## src/rtl/alu_seq_pkg.sv

```systemverilog
// Shared constants for the sequential ALU calculator: opcodes, FSM state encodings
// and flag bit positions.
package alu_seq_pkg;

    localparam logic [5:0] OP_ADD = 6'b100000;
    localparam logic [5:0] OP_SUB = 6'b100010;
    localparam logic [5:0] OP_AND = 6'b100100;
    localparam logic [5:0] OP_OR  = 6'b100101;
    localparam logic [5:0] OP_XOR = 6'b100110;
    localparam logic [5:0] OP_NOR = 6'b100111;
    localparam logic [5:0] OP_SRA = 6'b000011;
    localparam logic [5:0] OP_SRL = 6'b000010;

    typedef enum logic [2:0] {
        S_OP_A   = 3'd0,
        S_OP_B   = 3'd1,
        S_OPCODE = 3'd2,
        S_EXEC   = 3'd3,
        S_SHOW   = 3'd4
    } state_t;

    localparam int unsigned FLAG_ZERO = 0;
    localparam int unsigned FLAG_CARRY = 1;
    localparam int unsigned FLAG_OVF = 2;
    localparam int unsigned FLAG_ERR = 3;

endpackage

```

## src/rtl/alu_seq_calc_btn_debounce.sv

```systemverilog
// Button conditioner: 2-flop synchroniser, saturating stable-high counter and
// rising-edge detect producing one pulse per accepted press.
module btn_debounce #(
    parameter int unsigned DEBOUNCE_CYCLES = 1000000
) (
    input  logic i_clock,
    input  logic reset,
    input  logic i_btn,
    output logic o_pulse
);

    localparam int unsigned NB_CNT = $clog2(DEBOUNCE_CYCLES + 1);
    localparam logic [NB_CNT-1:0] CNT_MAX = NB_CNT'(DEBOUNCE_CYCLES);

    logic              r_sync1;
    logic              r_sync2;
    logic [NB_CNT-1:0] r_count;
    logic              r_level;
    logic              w_level;

    assign w_level = (r_count == CNT_MAX);
    assign o_pulse = w_level & ~r_level;

    always_ff @(posedge i_clock) begin
        if (reset) begin
            r_sync1 <= 1'b0;
            r_sync2 <= 1'b0;
            r_count <= '0;
            r_level <= 1'b0;
        end else begin
            r_sync1 <= i_btn;
            r_sync2 <= r_sync1;
            r_level <= w_level;
            if (!r_sync2) begin
                r_count <= '0;
            end else if (!w_level) begin
                r_count <= r_count + NB_CNT'(1);
            end
        end
    end

endmodule

```

## src/rtl/alu_seq_calc.sv

```systemverilog
// Sequential ALU calculator: ENTER steps through A / B / opcode capture, then executes.
// Optional macro ALU_SEQ_CHAIN_EN: ENTER in S_SHOW feeds the result back as A.
module alu_seq_calc #(
    parameter int unsigned NB_DATA         = 8,
    parameter int unsigned NB_OPCODE       = 6,
    parameter int unsigned DEBOUNCE_CYCLES = 1000000,
    parameter int unsigned NB_STATE        = 3
) (
    input  logic                i_clock,
    input  logic                reset,
    input  logic [NB_DATA-1:0]  i_switch,
    input  logic                i_btn_enter,
    input  logic                i_btn_clear,
    output logic [NB_DATA-1:0]  o_led,
    output logic                o_result_valid,
    output logic [3:0]          o_flags,
    output logic [NB_STATE-1:0] o_state
);

    import alu_seq_pkg::*;

    localparam int unsigned NB_SHIFT = $clog2(NB_DATA);

    state_t               r_state;
    state_t               w_state_next;
    logic [NB_DATA-1:0]   r_a;
    logic [NB_DATA-1:0]   r_b;
    logic [NB_OPCODE-1:0] r_opcode;
    logic [NB_DATA-1:0]   r_led;
    logic [3:0]           r_flags;
    logic                 r_valid;
    logic                 w_enter;
    logic                 w_clear;
    logic [NB_DATA:0]     w_sum;
    logic [NB_DATA:0]     w_diff;
    logic [NB_SHIFT-1:0]  w_shamt;
    logic [NB_DATA-1:0]   w_result;
    logic [3:0]           w_flags;

    btn_debounce #(
        .DEBOUNCE_CYCLES(DEBOUNCE_CYCLES)
    ) u_db_enter (
        .i_clock(i_clock),
        .reset  (reset),
        .i_btn  (i_btn_enter),
        .o_pulse(w_enter)
    );

    btn_debounce #(
        .DEBOUNCE_CYCLES(DEBOUNCE_CYCLES)
    ) u_db_clear (
        .i_clock(i_clock),
        .reset  (reset),
        .i_btn  (i_btn_clear),
        .o_pulse(w_clear)
    );

    assign w_sum   = {1'b0, r_a} + {1'b0, r_b};
    assign w_diff  = {1'b0, r_a} - {1'b0, r_b};
    assign w_shamt = r_b[NB_SHIFT-1:0];

    always_comb begin
        w_result = '0;
        w_flags  = '0;
        case (r_opcode)
            NB_OPCODE'(OP_ADD): begin
                w_result            = w_sum[NB_DATA-1:0];
                w_flags[FLAG_CARRY] = w_sum[NB_DATA];
                w_flags[FLAG_OVF]   = (r_a[NB_DATA-1] == r_b[NB_DATA-1]) &&
                                      (w_sum[NB_DATA-1] != r_a[NB_DATA-1]);
            end
            NB_OPCODE'(OP_SUB): begin
                w_result            = w_diff[NB_DATA-1:0];
                w_flags[FLAG_CARRY] = w_diff[NB_DATA];  // borrow, i.e. A < B unsigned
                w_flags[FLAG_OVF]   = (r_a[NB_DATA-1] != r_b[NB_DATA-1]) &&
                                      (w_diff[NB_DATA-1] != r_a[NB_DATA-1]);
            end
            NB_OPCODE'(OP_AND): w_result = r_a & r_b;
            NB_OPCODE'(OP_OR):  w_result = r_a | r_b;
            NB_OPCODE'(OP_XOR): w_result = r_a ^ r_b;
            NB_OPCODE'(OP_NOR): w_result = ~(r_a | r_b);
            NB_OPCODE'(OP_SRA): w_result = $signed(r_a) >>> w_shamt;
            NB_OPCODE'(OP_SRL): w_result = r_a >> w_shamt;
            default:            w_flags[FLAG_ERR] = 1'b1;
        endcase
        w_flags[FLAG_ZERO] = (w_result == '0);
    end

    always_comb begin
        w_state_next = r_state;
        if (w_clear) begin
            w_state_next = S_OP_A;
        end else begin
            case (r_state)
                S_OP_A:   if (w_enter) w_state_next = S_OP_B;
                S_OP_B:   if (w_enter) w_state_next = S_OPCODE;
                S_OPCODE: if (w_enter) w_state_next = S_EXEC;
                S_EXEC:   w_state_next = S_SHOW;
                S_SHOW: begin
`ifdef ALU_SEQ_CHAIN_EN
                    if (w_enter) w_state_next = S_OP_B;
`else
                    if (w_enter) w_state_next = S_OP_A;
`endif
                end
                default:  w_state_next = S_OP_A;
            endcase
        end
    end

    always_ff @(posedge i_clock) begin
        if (reset) begin
            r_state <= S_OP_A;
        end else begin
            r_state <= w_state_next;
        end
    end

    always_ff @(posedge i_clock) begin
        if (reset || w_clear) begin
            r_a      <= '0;
            r_b      <= '0;
            r_opcode <= '0;
            r_led    <= '0;
            r_flags  <= '0;
            r_valid  <= 1'b0;
        end else begin
            case (r_state)
                S_OP_A:   if (w_enter) r_a <= i_switch;
                S_OP_B:   if (w_enter) r_b <= i_switch;
                S_OPCODE: if (w_enter) r_opcode <= i_switch[NB_OPCODE-1:0];
                S_EXEC: begin
                    r_led   <= w_result;
                    r_flags <= w_flags;
                    r_valid <= 1'b1;
                end
                S_SHOW: begin
`ifdef ALU_SEQ_CHAIN_EN
                    if (w_enter) r_a <= r_led;
`else
                    if (w_enter) r_valid <= 1'b0;
`endif
                end
                default: ;
            endcase
        end
    end

    assign o_led          = r_led;
    assign o_flags        = r_flags;
    assign o_result_valid = r_valid;
    assign o_state        = NB_STATE'(r_state);

endmodule

```

## config.mk

```make
export PLATFORM = sky130hd
export DESIGN_NAME = alu_seq_calc
export DESIGN_NICKNAME = d
export VERILOG_FILES = /design/src/rtl/alu_seq_pkg.sv /design/src/rtl/alu_seq_calc_btn_debounce.sv /design/src/rtl/alu_seq_calc.sv
export SDC_FILE = /design/constraint.sdc
export NUM_CORES = 1
export LEC_CHECK = 0
export ABC_AREA = 1
export CAP_MARGIN = 25
export CORE_UTILIZATION = 45
export CTS_BUF_LIST = sky130_fd_sc_hd__clkbuf_4 sky130_fd_sc_hd__clkbuf_8
export CTS_CLUSTER_DIAMETER = 50
export DETAILED_ROUTE_END_ITERATION = 7
export SLEW_MARGIN = 20
export SYNTH_ARGS = -nofsm -noshare
export SYNTH_HDL_FRONTEND = slang
export SYNTH_HIERARCHICAL = 1
export SYNTH_SLANG_ARGS = --single-unit
```

## constraint.sdc

```tcl
create_clock -name i_clock -period 1.9 [get_ports i_clock]
set_input_delay 0.38 -clock i_clock [delete_from_list [all_inputs] [get_ports i_clock]]
set_output_delay 0.38 -clock i_clock [all_outputs]
set_load 0.01 [all_outputs]
```

* Yosys cells after proc, flatten, opt, wreduce, memory -nomap -nowiden
Index checks and enable logic that the tools add are counted.
** Storage, ports and cells
- Output and inout port bits :: 16
- Logic and storage cells :: 78
- Bits in registers :: 84
- Input port bits :: 12
** Operators by class
- $add $sub $neg :: 4
- Equality and inequality tests :: 22
- Reductions and logical operators :: 15
- Bitwise operators :: 10
- Shift-type cells :: 2
- Muxes and demuxes :: 10
** Operators with widths (number)
- one-hot mux 8 bit (8 select lines) :: 1
- adder 20 x 1 -> 20 bit, second input constant :: 2
- == test 20 bit, second input constant :: 2
- == test 6 bit, second input constant :: 6
- one-hot mux 3 bit (5 select lines) :: 1
- == test 6 x 2 -> 1 bit, second input constant :: 2
- 2-to-1 mux 3 bit :: 4
- adder 8 x 8 -> 9 bit :: 1
- subtractor 8 x 8 -> 9 bit :: 1
- AND 8 bit :: 1
- zero test 8 bit :: 1
- inequality test 2 x 1 -> 1 bit, second input constant :: 4
- inverter 8 bit :: 1
- bitwise OR 8 bit :: 1
- AND reduction 2 bit :: 4
- OR reduction 8 bit :: 1
- right shift 8 x 3 -> 8 bit :: 1
- >>> shifter 8 x 3 -> 8 bit :: 1
- bitwise XOR 8 bit :: 1
- == test 3 x 2 -> 1 bit, second input constant :: 2
- OR reduction 2 bit :: 3
- inverter 1 bit :: 4
- one-hot mux 2 bit (2 select lines) :: 1
- AND reduction 4 bit :: 1
- 11 further kinds :: 16

* Longest topological paths before layout
- Word-level depth :: 4
- Mapped depth :: 19
- Depth with buffers taken out :: 17

* Modules after synthesis
Netlist, hierarchy kept.
** Modules (own cells, without submodules)
- alu_seq_calc :: seq. area each 760.7 um^2, instances 1, cells each 510, area an instance 3178.0 um^2
- btn_debounce :: seq. area each 460.4 um^2, instances 2, cells each 185, area an instance 1239.9 um^2

* Worst setup path after synthesis
No wires, ideal clock.
- Path kind :: flip-flop to flip-flop
- Start point :: reg r_b[1]
- End point :: reg r_flags[0], in the netlist o_flags[0]
- Buffers on the path :: 2
- Cell stages (with the launch flop) :: 18
- Data required time :: 1.836 ns
- Setup slack :: -0.095 ns
- Setup time :: 0.064 ns
- Clock period less this slack :: 1.995 ns
- Arrival :: 1.931 ns
- Path through :: dfxtp_1 > buf_4 > inv_2 > buf_6 > ha_1 > nor2_1 > nand2_1 > nand2_1 > nand2_1 > nand2_1 > nand2_1 > nand2_1 > nor2_1 > nor2_2 > nand3_1 > nor2_1 > nor2_1 > nor2_1
** Between the ends
- Word-level cells in the longest chain between the ends :: 4
- Elaborated cells between the ends (all ways) :: 10
- Those cells by class :: 2 x add/sub; 2 x shift; 1 x mux; 4 x bitwise; 1 x reduce/logical
** RTL lines
- from (decl) :: line alu_seq_calc.sv:27 : logic [NB_DATA-1:0] r_b;
- from (signal assigned) :: line alu_seq_calc.sv:130 : S_OP_B: if (w_enter) r_b <= i_switch;
- parallel branches: the longest is 2 deep, another holds subtractor 8 x 8 -> 9 bit
- one-hot mux 8 bit (8 select lines) (*) :: line alu_seq_calc.sv:65 : case (r_opcode)
- zero test 8 bit (*) :: line alu_seq_calc.sv:86 : w_flags[FLAG_ZERO] = (w_result == '0);
- to (signal assigned) :: line alu_seq_calc.sv:134 : r_flags <= w_flags;
- to (decl) :: line alu_seq_calc.sv:30 : logic [3:0] r_flags;
Mark *: on every way between the ends.
A chain may end at the register's enable or synchronous reset.

* Worst setup path after layout
- Start point :: reg r_a[0]
- End point :: reg r_flags[0], in the netlist o_flags[0]
** Between the ends
- Word-level cells in the longest chain between the ends :: 4
- Elaborated cells between the ends (all ways) :: 10
- Those cells by class :: 2 x add/sub; 2 x shift; 1 x mux; 4 x bitwise; 1 x reduce/logical
** RTL lines
- from (decl) :: line alu_seq_calc.sv:26 : logic [NB_DATA-1:0] r_a;
- from (signal assigned) :: line alu_seq_calc.sv:129 : S_OP_A: if (w_enter) r_a <= i_switch;
- parallel branches: the longest is 2 deep, another holds subtractor 8 x 8 -> 9 bit
- one-hot mux 8 bit (8 select lines) (*) :: line alu_seq_calc.sv:65
- zero test 8 bit (*) :: line alu_seq_calc.sv:86
Marks and branches as above.

==> flow_summary.json <==
{
  "cts-htree-levels": 3,
  "finalSetupViolations": 5,
  "drtIter0Drc": 306,
  "antenna_found_initial": 0,
  "die_h_um": 114.1,
  "cp_num_buf_inv": 2,
  "finalInstanceArea_um2": 7335,
  "fillerInstances": 1152,
  "finalHoldViolCount": 0,
  "setup_ws_ns": -0.1261,
  "avgSynthCellArea_um2": 6.429,
  "dp_hpwl_um": 12140,
  "nNetsFinal": 1035,
  "rsz0062_at_grt": "true",
  "grt_pass1_vias": 5571,
  "slowest_delay_ns": 0.39,
  "grt-ovfl-total": 0,
  "routedWlPerCell_um": 13.70,
  "viasPerCell": 5.077,
  "synth_edf_count": 0,
  "max_freq_ghz": 0.4936,
  "grt_max_degree": 21,
  "fin_util": 0.6056,
  "initial_core_util": 0.4671,
  "track_usage": 0.2534,
  "clk_transition_reported_paths_ns": 0.09,
  "ys_ff_latch": 84,
  "antenna-diode-count": 0,
  "io_buffers": 27,
  "fp.dieW_um": 114.1,
  "clock_latency_ns": 0.37,
  "max_cap_viol_count": 0,
  "ant_nets": 0,
  "ios": 28,
  "layout.cells.non_filler": 1166,
  "power.density_nw_per_um2": 432.2,
  "path_class": "flip-flop to flip-flop",
  "netlist_area_um2": 5658,
  "yosysTopAreaCell": "dfxtp_1",
  "drive_gt1_frac": 0.2745,
  "dp.cells": 1142,
  "cts_buffer_depth": 2,
  "whs_ns": 0.4120,
  "syn_nets": 922,
  "synth.area.top_cells": "dfxtp_1, nand2_1, nor2_1",
  "ys_async_sr_fraction": 0,
  "synth_ff_type": "dfxtp_1",
  "period_needed_ns": 2.026,
  "placed_area_um2": 6686,
  "setup.worst_path.start_class": "flip-flop",
  "worstPathCellList": "inv_4, ha_4, fa_2, inv_2, nand2_2, nand2_4, nand3_2, nand2_1, nor2_1, nor2_1, nand3_1, nor2_1, nand3_1, nor2_1, nor2_1, nor2_1",
  "cp-end-kind": "flip-flop",
  "core-area_um2": 12110,
  "post-route-period-util": 1.066,
  "dr_total_vias": 5920,
  "cpMaxStageDelayCell": "fa_2",
  "slew_violations": 0,
  "fin_skew_ns": 0.01549,
  "gp_congestion": 0.9744,
  "die_area_um2": 13030,
  "ir_drop_v": 0.0004279,
  "place_ws_ns": -0.1877,
  "worst_pin_slew_ns": 0.3409,
  "ys_seq_area_frac": 0.2972,
  "clock-sinks": 84,
  "violations": "negative setup slack",
  "num_rows": 40,
  "p_leak_nw": 3.079,
  "path_delay_family": "simple AND/OR/NAND/NOR gates",
  "grt_pass1_wl_um": 25940,
  "netlist_instances": 880,
  "first_pass_iters": 7,
  "syn_to_final_growth_pct": 29.63,
  "yosysWarnings": 6,
  "routed_wirelength_um": 15980,
  "maxSlewHeadroom": 0.7725,
  "critPathRequiredTime_ns": 2.21,
  "crit_arrival_ns": 2.34,
  "status": "complete, but fails checks",
  "cp_max_fo": 3,
  "drc_errors": 0,
  "cts_tree": "yes",
  "timing.critical_path.mode_cell": "nor2_1",
  "yosysTopAreaCellShare": 0.2972,
  "numCtsBuffers": 9,
  "clockRootBuffer": "clkbuf_8",
  "hold_class": "flip-flop to flip-flop",
  "ys_types": 36
}
-- synthesized netlist by cell type (3+ instances only) --
cell type,number
nor2_4,10
o21ai_0,57
nor3_1,3
dfxtp_1,84
o21ai_1,4
nand3_2,8
nand3_1,84
buf_6,3
ha_1,28
clkbuf_1,8
buf_2,6
nor2_2,16
and2_1,3
inv_1,109
inv_2,9
nand3b_1,9
nand2_2,10
xor2_1,4
nand4_1,13
a21oi_1,69
nand2_4,4
nor2_1,118
nand2_1,202
-- worst min-delay path, stage by stage (launching register included) --
cell     delay, ns
dfxtp_1       0.31
inv_1         0.04
nor2_1        0.03
-- registers in the layout, indices dropped and copies added, names as in the netlist --
name / cells
u_db_enter/r_count: 20
u_db_enter/r_sync2: 1
o_state: 3
u_db_clear/r_count: 20
o_result_valid: 1
r_a: 8
o_led: 8
r_b: 8
u_db_clear/r_sync2: 1
u_db_clear/r_sync1: 1
u_db_enter/r_sync1: 1
o_flags: 4
u_db_enter/r_level: 1
u_db_clear/r_level: 1
r_opcode: 6
-- kinds of logic after synthesis --
kind of cell	Yosys count	share of synthesized area
buf+inv	139	0.1013
simple gates	484	0.3994
flops	84	0.2972
fa+ha+maj	30	0.06900
xor+xnor	4	0.006191
compound gates	139	0.1269
-- cell usage in the layout, fill, tap and decap left out, types with 15 or more instances in the layout --
| cell | count |
|---|---|
| a21oi_1 | 65 |
| buf_4 | 90 |
| clkdlybuf4s50_1 | 27 |
| dfxtp_1 | 66 |
| dfxtp_2 | 15 |
| inv_1 | 97 |
| inv_2 | 18 |
| nand2_1 | 185 |
| nand2_2 | 26 |
| nand3_1 | 76 |
| nand3_2 | 16 |
| nor2_1 | 103 |
| nor2_2 | 29 |
| o21ai_0 | 44 |
-- power breakdown --
group	total, mW	internal [mW]	leakage [nW]	switching, mW
registers	1.76	1.76	0.687	0.00184
logic	0.101	0.0470	2.29	0.0539
clock network	1.31	0.681	0.106	0.627
-- repair_timing --
item / 4_1_cts / 5_1_grt
hold endpoints to repair: 0 / 0
setup endpoints to repair: 10 / 35
cloned: 0 / 1
gates resized for setup: 25 / 112
hold buffers: 0 / 0
pin swaps: 8 / 31
buffers inserted: 1 / 9
-- final timing paths --
kind / start / slack (ns) / cells after the start / to
max reg2reg: r_a[0] / -0.13 / 16 / o_flags[0]
min reg2reg: u_db_enter/r_sync1 / 0.41 / 2 / u_db_enter/r_sync2
min: u_db_enter/r_sync1 / 0.41 / 2 / u_db_enter/r_sync2
max: r_a[0] / -0.13 / 16 / o_flags[0]
-- metrics by stage --
| step | setup TNS, ns | power [mW] |
|---|---|---|
| 5_1_grt | -1.091 | 3.294 |
| 2_1_floorplan | -0.009353 | 1.844 |
| 4_1_cts | -0.1798 | 3.205 |
| 6_report | -0.1730 | 3.170 |
| 3_5_place_dp | -0.8284 | 1.896 |
| 3_3_place_gp | -0.5029 | 1.894 |
-- routing by layer --
metal | wire, um | global-route usage | vias to the layer above
li1 | - | - | 3041
met1 | 7018 | 0.3087 | 2695
met2 | 7894 | 0.4404 | 146
met3 | 617 | 0.04817 | 38
met4 | 449 | 0.09870 | 0
met5 | 0 | 0 | -
-- layout make-up --
cell class,count,area (um^2),share of cell area
multi-input cells,657,3754,0.5118
flip-flops and latches,84,1712,0.2334
repair buffers,122,1006,0.1372
inverters,119,456.7,0.06227
well taps,168,210.2,0.02866
clock buffers,14,161.4,0.02201
clock inverters,2,35.03,0.004777
Note: power is estimated with default switching activity, not from simulation.
